[src/rtl/proc_hs_pkg.sv]
// proc_hs_pkg: shared types and default constants for the processor-side
// handshake transmitter (proc_handshake_tx) and its FIFO.
//   state_t          : transmitter FSM states
//   DEF_DATA_W       : default word width
//   DEF_DEPTH        : default FIFO depth (power of 2, >= 2)
//   DEF_TIMEOUT      : default REQ cycles without ack before abort (>= 1)
package proc_hs_pkg;

    typedef enum logic [1:0] {
        IDLE   = 2'd0,
        REQ    = 2'd1,
        REL    = 2'd2,
        PAUSED = 2'd3
    } state_t;

    localparam int DEF_DATA_W  = 16;
    localparam int DEF_DEPTH   = 4;
    localparam int DEF_TIMEOUT = 15;

endpackage

[src/rtl/proc_handshake_tx_if.sv]
// proc_handshake_tx_if: 4-phase req/ack link between the transmitter and
// its peer.
//   dado : word presented to the peer (transmitter -> peer)
//   send : 4-phase request            (transmitter -> peer)
//   ack  : 4-phase acknowledge        (peer -> transmitter)
// Modports: master (transmitter side), slave (peer side).
interface proc_handshake_tx_if
    import proc_hs_pkg::*;
#(
    parameter int DATA_W = DEF_DATA_W
);
    logic [DATA_W-1:0] dado;
    logic              send;
    logic              ack;

    modport master (output dado, output send, input ack);
    modport slave  (input dado, input send, output ack);
endinterface

[src/rtl/proc_tx_fifo.sv]
// proc_tx_fifo: synchronous first-word-fall-through FIFO.
//   clk, rst : clock, synchronous active-high reset (empties the FIFO)
//   push     : store wr_data at the edge (ignored when full)
//   pop      : drop the head at the edge (ignored when empty)
//   wr_data  : word to store
//   head     : oldest stored word (valid when !empty)
//   level    : number of words stored
//   full     : level == DEPTH
//   empty    : level == 0
module proc_tx_fifo
    import proc_hs_pkg::*;
#(
    parameter int DATA_W = DEF_DATA_W,
    parameter int DEPTH  = DEF_DEPTH
) (
    input  logic                       clk,
    input  logic                       rst,
    input  logic                       push,
    input  logic                       pop,
    input  logic [DATA_W-1:0]          wr_data,
    output logic [DATA_W-1:0]          head,
    output logic [$clog2(DEPTH+1)-1:0] level,
    output logic                       full,
    output logic                       empty
);
    localparam int AW = $clog2(DEPTH);
    localparam int LW = $clog2(DEPTH + 1);

    logic [DATA_W-1:0] mem [DEPTH];
    logic [AW-1:0]     wr_ptr;
    logic [AW-1:0]     rd_ptr;
    logic [LW-1:0]     count;
    logic              do_push;
    logic              do_pop;

    // A full FIFO refuses a push even when a pop happens in the same cycle.
    assign do_push = push && !full;
    assign do_pop  = pop && !empty;

    // NOTE: sequential state uses <= so every register updates from pre-edge values.
    always_ff @(posedge clk) begin
        if (rst) begin
            wr_ptr <= '0;
            rd_ptr <= '0;
            count  <= '0;
        end else begin
            // DEPTH is a power of 2, so the pointers wrap on their own.
            if (do_push) wr_ptr <= wr_ptr + 1'b1;
            if (do_pop)  rd_ptr <= rd_ptr + 1'b1;
            case ({do_push, do_pop})
                2'b10:   count <= count + 1'b1;
                2'b01:   count <= count - 1'b1;
                default: count <= count;
            endcase
        end
    end

    // NOTE: storage is not reset; the pointers and count alone decide which entries are valid.
    always_ff @(posedge clk) begin
        if (do_push) mem[wr_ptr] <= wr_data;
    end

    assign head  = mem[rd_ptr];
    assign level = count;
    assign full  = (count == LW'(DEPTH));
    assign empty = (count == '0);
endmodule

[src/rtl/proc_handshake_tx.sv]
// proc_handshake_tx: buffers words from the core and sends each one to the
// peer over a 4-phase req/ack handshake, with pause/resume, ack timeout
// with retry, and status outputs.
//   clk, rst      : clock, synchronous active-high reset
//   wr_en/wr_data : push a word into the FIFO
//   full/level    : FIFO status
//   pause_i       : rising edge requests pause (taken in IDLE only)
//   resume_i      : leave PAUSED (ignored while pause_i is also high)
//   peer          : dado/send/ack handshake (master modport)
//   busy          : transfer in progress (REQ or REL)
//   paused        : in PAUSED
//   overflow      : 1-cycle pulse, write dropped because FIFO was full
//   timeout_err   : 1-cycle pulse, REQ aborted after TIMEOUT cycles
//   sent_cnt      : completed transfers, wraps
module proc_handshake_tx
    import proc_hs_pkg::*;
#(
    parameter int DATA_W  = DEF_DATA_W,
    parameter int DEPTH   = DEF_DEPTH,
    parameter int TIMEOUT = DEF_TIMEOUT
) (
    input  logic                       clk,
    input  logic                       rst,
    input  logic                       wr_en,
    input  logic [DATA_W-1:0]          wr_data,
    output logic                       full,
    output logic [$clog2(DEPTH+1)-1:0] level,
    input  logic                       pause_i,
    input  logic                       resume_i,
    proc_handshake_tx_if.master        peer,
    output logic                       busy,
    output logic                       paused,
    output logic                       overflow,
    output logic                       timeout_err,
    output logic [15:0]                sent_cnt
);
    localparam int TW = $clog2(TIMEOUT + 1);

    state_t            state, state_nx;
    logic [TW-1:0]     tcnt;
    logic [DATA_W-1:0] head;
    logic              fifo_empty;
    logic              fifo_full;
    logic              pop;
    logic              tmo_hit;
    logic              pause_d;
    logic              pause_rise;
    logic              resume_ok;
    logic              pend;
    logic              ne_q;
    logic [DATA_W-1:0] dado_q;
    logic              overflow_q;
    logic              timeout_q;
    logic [15:0]       sent_q;

    proc_tx_fifo #(
        .DATA_W (DATA_W),
        .DEPTH  (DEPTH)
    ) u_fifo (
        .clk     (clk),
        .rst     (rst),
        .push    (wr_en),
        .pop     (pop),
        .wr_data (wr_data),
        .head    (head),
        .level   (level),
        .full    (fifo_full),
        .empty   (fifo_empty)
    );

    assign pop        = (state == REQ) && peer.ack;
    assign tmo_hit    = (state == REQ) && !peer.ack && (tcnt == TW'(TIMEOUT - 1));
    // Simultaneous pause and resume is a no-op in both directions.
    assign pause_rise = pause_i && !pause_d && !resume_i;
    assign resume_ok  = resume_i && !pause_i;

    always_ff @(posedge clk) begin
        if (rst) state <= IDLE;
        else     state <= state_nx;
    end

    // NOTE: state_nx gets a default first so every path assigns it and no latch is inferred.
    always_comb begin
        state_nx = state;
        case (state)
            IDLE: begin
                if (pend)      state_nx = PAUSED;
                else if (ne_q) state_nx = REQ;
            end
            REQ: begin
                if (peer.ack)     state_nx = REL;
                else if (tmo_hit) state_nx = IDLE;
            end
            REL: begin
                if (!peer.ack) state_nx = IDLE;
            end
            PAUSED: begin
                if (resume_ok) state_nx = IDLE;
            end
            default: state_nx = IDLE;
        endcase
    end

    always_ff @(posedge clk) begin
        if (rst) begin
            tcnt       <= '0;
            pause_d    <= 1'b0;
            pend       <= 1'b0;
            ne_q       <= 1'b0;
            dado_q     <= '0;
            overflow_q <= 1'b0;
            timeout_q  <= 1'b0;
            sent_q     <= '0;
        end else begin
            pause_d    <= pause_i;
            // FIFO occupancy is registered before IDLE acts on it, keeping
            // the FIFO flags off the FSM decision path. This is the extra
            // cycle in write-to-send latency; REL always separates a pop
            // from the next IDLE, so the delayed flag is never stale there.
            ne_q       <= !fifo_empty;
            overflow_q <= wr_en && fifo_full;
            timeout_q  <= tmo_hit;

            if ((state == PAUSED) && resume_ok) pend <= 1'b0;
            else if (pause_rise)                pend <= 1'b1;

            // dado is captured once on REQ entry and held through REL and IDLE.
            if ((state == IDLE) && (state_nx == REQ)) begin
                dado_q <= head;
                tcnt   <= '0;
            end else if ((state == REQ) && !peer.ack) begin
                tcnt <= tcnt + 1'b1;
            end

            if ((state == REL) && !peer.ack) sent_q <= sent_q + 16'd1;
        end
    end

    assign peer.send   = (state == REQ);
    assign peer.dado   = dado_q;
    assign busy        = (state == REQ) || (state == REL);
    assign paused      = (state == PAUSED);
    assign full        = fifo_full;
    assign overflow    = overflow_q;
    assign timeout_err = timeout_q;
    assign sent_cnt    = sent_q;
endmodule

[src/flat_wrapper.sv]
// flat-port wrapper written by rule: the top's interface ports become plain ports
module proc_handshake_tx_flat import proc_hs_pkg::*;
#(
    parameter int DATA_W  = DEF_DATA_W,
    parameter int DEPTH   = DEF_DEPTH,
    parameter int TIMEOUT = DEF_TIMEOUT
)
  (clk, rst, wr_en, wr_data, full, level, pause_i, resume_i, busy, paused, overflow, timeout_err, sent_cnt, peer_dado, peer_send, peer_ack);
  proc_handshake_tx_if #(.DATA_W(DATA_W)) peer_i ();
  input  logic clk;
  input  logic rst;
  input  logic wr_en;
  input  logic [DATA_W-1:0] wr_data;
  output logic full;
  output logic [$clog2(DEPTH+1)-1:0] level;
  input  logic pause_i;
  input  logic resume_i;
  output logic busy;
  output logic paused;
  output logic overflow;
  output logic timeout_err;
  output logic [15:0] sent_cnt;
  output wire logic [$bits(peer_i.dado)-1:0] peer_dado;
  output wire logic [$bits(peer_i.send)-1:0] peer_send;
  input wire logic [$bits(peer_i.ack)-1:0] peer_ack;
  assign peer_dado = peer_i.dado;
  assign peer_send = peer_i.send;
  assign peer_i.ack = peer_ack;
  proc_handshake_tx #(.DATA_W(DATA_W), .DEPTH(DEPTH), .TIMEOUT(TIMEOUT)) u_core (.clk(clk), .rst(rst), .wr_en(wr_en), .wr_data(wr_data), .full(full), .level(level), .pause_i(pause_i), .resume_i(resume_i), .peer(peer_i), .busy(busy), .paused(paused), .overflow(overflow), .timeout_err(timeout_err), .sent_cnt(sent_cnt));
endmodule
[config.mk]
export PLATFORM = sky130hd
export DESIGN_NAME = proc_handshake_tx_flat
export DESIGN_NICKNAME = d
export VERILOG_FILES = /design/src/rtl/proc_hs_pkg.sv /design/src/rtl/proc_handshake_tx_if.sv /design/src/rtl/proc_tx_fifo.sv /design/src/rtl/proc_handshake_tx.sv /design/src/flat_wrapper.sv
export SDC_FILE = /design/constraint.sdc
export NUM_CORES = 1
export LEC_CHECK = 0
export CAP_MARGIN = 20
export CORE_MARGIN = 1
export CORE_UTILIZATION = 45
export DETAILED_ROUTE_END_ITERATION = 10
export GPL_TIMING_DRIVEN = 1
export HOLD_SLACK_MARGIN = 0.05
export PLACE_DENSITY = 0.65
export RECOVER_POWER = 50
export SYNTH_ARGS = -nofsm -noshare
export SYNTH_HDL_FRONTEND = slang
export SYNTH_SLANG_ARGS = --single-unit
export TNS_END_PERCENT = 100
[constraint.sdc]
create_clock -name clk -period 2.6 [get_ports clk]
set_input_delay 0.52 -clock clk [delete_from_list [all_inputs] [get_ports clk]]
set_output_delay 0.52 -clock clk [all_outputs]
set_load 0.1 [all_outputs]
==> flow_metrics.py, run 1 <==
metrics = {
    "critical_path": {
        "reg2reg_from": "u_core.u_fifo.level[2]",
        "worst_ep_required_time_ns": 3.01,
        "critPathCaptureType": "flip-flop",
        "critPathMaxFanout": 7,
        "critPathKind": "flip-flop to flip-flop",
        "crit_end": "u_core.u_fifo.level[2]",
        "cp-start-kind": "flip-flop",
        "cp_cell_sequence": "or3b_4, and2_4, inv_2, ha_1, inv_1, fa_1, xor2_1, or3_1, a21oi_1",
        "r2r_setup_slack_ns": 0.27,
        "rr_worst_depth": 9,
        "rr_endpoint": "u_core.u_fifo.level[2]",
        "crit_path_max_incr_delay_ns": 0.42,
        "worstSetupStartpoint": "u_core.u_fifo.level[2]",
        "cp_data_arrival_time_ns": 2.74,
        "cp_slowest_cell": "or3b_4",
    },
    "run_status": {
        "status": "finished clean",
    },
    "floorplan": {
        "die_y_um": 103,
        "io_pins": 63,
        "die_x_um": 103,
        "start_util": 0.469,
        "dieArea_mm2": 0.0107,
        "rows": 36,
        "core-area_mm2": 0.00986,
    },
    "synthesis": {
        "avgSynthCellArea_um2": 13.4,
        "ys_seq_area_frac": 0.631,
        "syn_area_mm2": 0.00463,
        "syn_inst": 345,
        "synth_nets": 380,
        "synth-seq-cells": 114,
        "yosys_warnings": 0,
        "synth_cell_types": 50,
    },
    "sta": {
        "maxSlewViolCount": 0,
        "hold_ws_ns": 0.457,
        "slew_headroom": 0.270,
        "fin_worst_skew_ns": 0.00781,
        "rsz0062_at_grt": "no",
        "layout_min_cycle_time_ns": 2.33,
        "final-setup-viol-count": 0,
        "fin_ws_ns": 0.268,
        "tightest_slew_ns": 1.09,
        "fmax_ghz": 0.429,
        "fin_tns_setup_ns": 0,
        "hold_viol": 0,
        "fin_crit_sh": 0.897,
    },
    "finish": {
        "diodes": 0,
        "regArea_mm2": 0.00293,
        "multi_input_area_mm2": 0.00157,
        "fillers": 781,
        "post-route-util": 0.596,
        "drive_above_1_share": 0.260,
        "syn_to_final_growth_pct": 27.0,
        "num-nets-final": 460,
    },
    "clocking": {
        "clock_latency_ns": 0.50,
        "cts_buffers": 17,
        "postCtsResizedCells": 0,
        "cts_setup_buffers": 0,
        "htree_levels": 4,
        "clk_pin_slew_worst_paths_ns": 0.05,
        "clock-sinks": 114,
        "cts_hold_buf": 0,
        "cts_root_buffer": "clkbuf_8",
        "cts_tree": "done",
        "clockBufferDepth": 2,
    },
    "drt": {
        "wl_per_cell_um": 15.6,
        "vias": 2913,
        "drtPass1Iterations": 6,
        "ant_nets": 0,
        "viasPerCell": 5.10,
        "drc": 0,
        "totalWireLength_um": 8920,
        "drtIter0Drc": 95,
    },
    "grt": {
        "grt_antenna_before_repair": 0,
        "grt_usage": 0.188,
        "grt_pass1_vias": 2896,
        "grt_pass1_wl_um": 14500,
        "grt_overflow_total": 0,
        "grt_max_degree": 19,
    },
    "placement": {
        "gp_congestion": 0.737,
        "io_buffers": 62,
        "dp_worst_setup_slack_ns": 0.0604,
        "place_hpwl_um": 5570,
    },
    "run": {
        "max-cap-violations": 0,
    },
    "pwr": {
        "peakVddDrop_v": 0.000633,
        "power.density_mw_per_mm2": 979,
        "leakage_nw": 2.16,
    },
    "worst_hold_path": {
        "hold_path.class": "flip-flop to flip-flop",
        "min_path_cells": 2,
    },
}
placed cells by master, fill, tap and decap left out, types with 2 or more instances in the layout:
master / netlist / routed
edfxtp_1: 64 / 64
buf_4: 0 / 47
dfxtp_1: 50 / 47
nand2_1: 44 / 44
nor2_1: 29 / 29
a21oi_1: 25 / 25
dlygate4sd3_1: 0 / 17
mux4_2: 16 / 16
clkbuf_16: 0 / 16
inv_1: 12 / 12
ha_1: 12 / 11
xor2_1: 10 / 10
xnor2_1: 9 / 9
clkbuf_1: 4 / 7
nand4_1: 5 / 5
inv_6: 0 / 5
and3_1: 4 / 4
nand2b_1: 4 / 4
nor2b_1: 4 / 4
nor3_1: 4 / 4
o21ai_0: 3 / 3
nand3_1: 3 / 3
bufinv_16: 0 / 3
clkinvlp_4: 0 / 3
clkdlybuf4s50_1: 0 / 3
dfxtp_2: 0 / 3
and2_4: 2 / 2
a211oi_1: 2 / 2
and2b_1: 2 / 2
o21a_1: 2 / 2
and4_2: 2 / 2
nor4_2: 2 / 2
clkinv_4: 0 / 2
metal layers:
metal,GRT usage,share of wire,up-vias,routed length [µm]
met5,0,0,-,0
met2,0.325,0.52,80,4650
met4,0.0683,0.011,0,95
met1,0.223,0.42,1416,3740
met3,0.0571,0.048,8,428
li1,-,-,1409,-
power by group:
group,internal (mW),total (mW),switching [mW]
registers,2.06,2.14,0.0859
logic,0.332,1.30,0.972
clock network,1.47,2.31,0.837
critical path, delay by kind of cell (launching register included):
family,cells,cell delay (ns)
XOR/XNOR,1,0.16
flip-flops,1,0.36
AO/OA/AOI/OAI,1,0.15
adder cells (fa/ha/maj),2,0.54
AND/OR/NAND/NOR,3,0.92
buffers and inverters,2,0.11
worst min path at each step:
stage | slack [ns] | endpoint | from
finish | 0.46 | u_core.peer.dado[4] | u_core.peer.dado[4]
global route | 0.48 | u_core.peer.dado[2] | u_core.peer.dado[2]
CTS | 0.37 | u_core.pause_d | rst
detailed placement | 0.45 | u_core.peer.dado[7] | u_core.peer.dado[7]
global placement | 0.45 | u_core.peer.dado[15] | u_core.peer.dado[15]
floorplan | 0.44 | u_core.timeout_err | u_core.tcnt[3]
synthesized netlist by cell type (all sizes together):
master	count	area (µm²)
xnor2	9	78.8
and3	5	32.5
nand2	44	165
inv	13	48.8
nor4	2	25.0
or3b	1	11.3
nand3	4	25.0
clkbuf	5	28.8
a21oi	25	125
or3	1	6.26
edfxtp	64	1920
nand4	6	52.6
buf	7	53.8
dfxtp	50	1000
and2b	2	15.0
and2	2	17.5
nand2b	4	25.0
o211a	1	10.0
a311oi	1	8.76
ha	12	150
nor2	29	109
nor3	5	30.0
nor2b	5	33.8
mux4	16	360
a211oi	2	15.0
nor3b	1	7.51
a31o	2	17.5
o21ai	4	23.8
a21o	1	7.51
a221oi	1	8.76
o311a	1	10.0
xor2	10	87.6
mux2i	1	10.0
and4	2	20.0
a41o	1	10.0
o21bai	1	7.51
mux2	1	15.0
o21a	2	15.0
nand3b	1	20.0
fa	1	20.0
stage by stage:
stage,cell area [µm²],power [mW],std cells
floorplan,4640,3.20,345
global placement,5320,3.48,539
detailed placement,5320,3.50,539
CTS,5910,5.83,571
global route,5880,5.99,571
finish,5880,5.76,571
cell type report:
| class | count | share of cell area |
|---|---|---|
| clock buffers | 18 | 0.0711 |
| clock inverters | 14 | 0.0304 |
| inverters | 13 | 0.00830 |
| multi-input cells | 206 | 0.266 |
| flip-flops and latches | 114 | 0.498 |
| well taps | 133 | 0.0283 |
| repair buffers | 73 | 0.0979 |
registers in the layout (all words and copies together) (netlist names):
| name | count |
|---|---|
| u_core.ne_q | 1 |
| u_core.u_fifo.level | 3 |
| u_core.u_fifo.mem | 64 |
| u_core.sent_cnt | 16 |
| u_core.overflow | 1 |
| u_core.pend | 1 |
| u_core.state | 2 |
| u_core.peer.dado | 16 |
| u_core.pause_d | 1 |
| u_core.tcnt | 4 |
| u_core.u_fifo.wr_ptr | 2 |
| u_core.timeout_err | 1 |
| u_core.u_fifo.rd_ptr | 2 |
logic make-up after synthesis:
kind of cell	Yosys count	share of synthesized area
buffers and inverters	25	0.0284
adder cells (fa/ha/maj)	13	0.0367
multiplexers	18	0.0832
AO/OA/AOI/OAI	42	0.0559
AND/OR/NAND/NOR	114	0.129
XOR/XNOR	19	0.0359
flip-flops	114	0.631
No activity file was read; power rests on OpenSTA's default activity.
==> run 2: changes to the inputs <==
MAX_ROUTING_LAYER = met4   (was default)
TNS_END_PERCENT = default   (was 100)
==> run 2 against run 1 <==
  * First-iteration DRC count increased by 12%
  * Setup slack got worse by 0.0060 ns
  * Non-clock buffer count did not move
  * Flip-flop and latch count unchanged
  * Power hardly changed
  * Cell area is the same
  * Worst hold slack is essentially flat
  * Via count grew 0.41%
  * Final cell count unchanged
  * Clock skew barely moved
  * Sequential power about the same
  * Sequential share of layout area unchanged
  * Critical path type unchanged
  * Largest power group unchanged
==> flow_metrics.py, run 2 (synthesis gave the netlist of run 1 again) <==
metrics = {
    "floorplan": {
        "core-area_mm2": 0.00986,
        "start_util": 0.469,
        "io_pins": 63,
        "die_y_um": 103,
        "die_x_um": 103,
        "rows": 36,
        "dieArea_mm2": 0.0107,
    },
    "critical_path": {
        "cp_slowest_cell": "or3b_4",
        "cp_data_arrival_time_ns": 2.75,
        "critPathMaxFanout": 7,
        "cp-start-kind": "flip-flop",
        "critPathKind": "flip-flop to flip-flop",
        "reg2reg_from": "u_core.u_fifo.level[2]",
        "crit_path_max_incr_delay_ns": 0.42,
        "critPathCaptureType": "flip-flop",
        "r2r_setup_slack_ns": 0.26,
        "worst_ep_required_time_ns": 3.01,
        "worstSetupStartpoint": "u_core.u_fifo.level[2]",
        "cp_cell_sequence": "or3b_4, and2_4, inv_2, ha_1, inv_1, fa_1, xor2_1, or3_1, a21oi_1",
    },
    "pwr": {
        "p_total_mw": 5.76,
        "peakVddDrop_v": 0.000636,
        "power.density_mw_per_mm2": 979,
        "leakage_nw": 2.16,
    },
    "drt": {
        "wl_per_cell_um": 15.6,
        "drtIter0Drc": 106,
        "viasPerCell": 5.12,
        "wl_met2_um": 4640,
        "ant_nets": 0,
        "totalWireLength_um": 8920,
        "route.met3.wl_um": 437,
        "wl_met1_um": 3740,
        "drc": 0,
        "drtPass1Iterations": 4,
        "vias": 2925,
        "top_layer_used": "met4",
    },
    "finish": {
        "num-nets-final": 460,
        "final_common_cell": "edfxtp_1",
        "final_area_mm2": 0.00588,
        "largest_reg_flops": 64,
        "final_cell_mix": "edfxtp_1, buf_4, dfxtp_1",
        "diodes": 0,
        "post-route-util": 0.596,
        "drive_above_1_share": 0.260,
        "instances_no_fill": 571,
        "regMostFlops": "u_core.u_fifo.mem",
        "fillers": 781,
        "syn_to_final_growth_pct": 27.0,
    },
    "sta": {
        "fin_tns_setup_ns": 0,
        "hold_ws_ns": 0.457,
        "maxSlewViolCount": 0,
        "tightest_slew_ns": 1.09,
        "fmax_ghz": 0.428,
        "hold_viol": 0,
        "fin_worst_skew_ns": 0.00760,
        "rsz0062_at_grt": "no",
        "fin_ws_ns": 0.262,
        "fin_crit_sh": 0.899,
        "final-setup-viol-count": 0,
        "slew_headroom": 0.274,
        "layout_min_cycle_time_ns": 2.34,
    },
    "placement": {
        "dp_cells": 539,
        "place_hpwl_um": 5570,
        "gp_congestion": 0.746,
        "io_buffers": 62,
        "dp_worst_setup_slack_ns": 0.0604,
        "placed_area_mm2": 0.00532,
    },
    "clocking": {
        "cts_buffers": 17,
        "postCtsResizedCells": 0,
        "clk_pin_slew_worst_paths_ns": 0.05,
        "clock-sinks": 114,
        "clockBufferDepth": 2,
        "cts_root_buffer": "clkbuf_8",
        "cts_hold_buf": 0,
        "cts_tree": "done",
        "cts_setup_buffers": 0,
        "clock_latency_ns": 0.50,
        "htree_levels": 4,
    },
    "run": {
        "max-cap-violations": 0,
    },
    "grt": {
        "grt_pass1_vias": 2895,
        "grt_pass1_wl_um": 14500,
        "grt_antenna_before_repair": 0,
        "grt_max_degree": 19,
        "grt_usage": 0.194,
        "grt_overflow_total": 0,
    },
    "worst_hold_path": {
        "worstHoldStart": "u_core.peer.dado[4]",
        "hold_path.class": "flip-flop to flip-flop",
    },
    "run_status": {
        "status": "finished clean",
    },
}
[run 2: per-layer routing]
metal / GRT usage / vias up
met5: - / -
met4: 0.0683 / 0
met3: 0.0565 / 10
met2: 0.325 / 90
met1: 0.223 / 1419
li1: - / 1406
[run 2: final timing paths]
check,to,depth (start not counted)
worst max-delay path,u_core.u_fifo.level[2],9
worst min-delay path,u_core.peer.dado[4],2
worst max register to register,u_core.u_fifo.level[2],9
worst min register to register,u_core.peer.dado[4],2
[run 2: final cells by class]
type                       count  area (µm²)  share of cell area
multi-input combinational    206        1570               0.266
sequential                   114        2930               0.498
timing repair buffer          73         576              0.0979
clock buffer                  18         418              0.0711
tap                          133         166              0.0283
clock inverter                14         179              0.0304
inverter                      13        48.8             0.00830
[run 2: critical path: cells and delay by family (launching register included)]
| family | cells | cell delay [ns] |
|---|---|---|
| adders and majority gates | 2 | 0.54 |
| and+or+nand+nor | 3 | 0.92 |
| AOI/OAI and AO/OA | 1 | 0.15 |
| DFF | 1 | 0.36 |
| xor gates and xnor gates | 1 | 0.16 |
| buffers and inverters | 2 | 0.11 |
[run 2: where the power goes]
| group | leakage, nW | switching (mW) | internal, mW |
|---|---|---|---|
| clock | 0.283 | 0.838 | 1.47 |
| combinational | 0.880 | 0.971 | 0.332 |
| sequential | 0.995 | 0.0851 | 2.06 |
| total | 2.16 | 1.89 | 3.86 |
==> run 3: changes to the inputs <==
SLEW_MARGIN = 25   (was default)
==> results of run 3 <==
Final layout, timing and power as in run 2 (identical DEF).
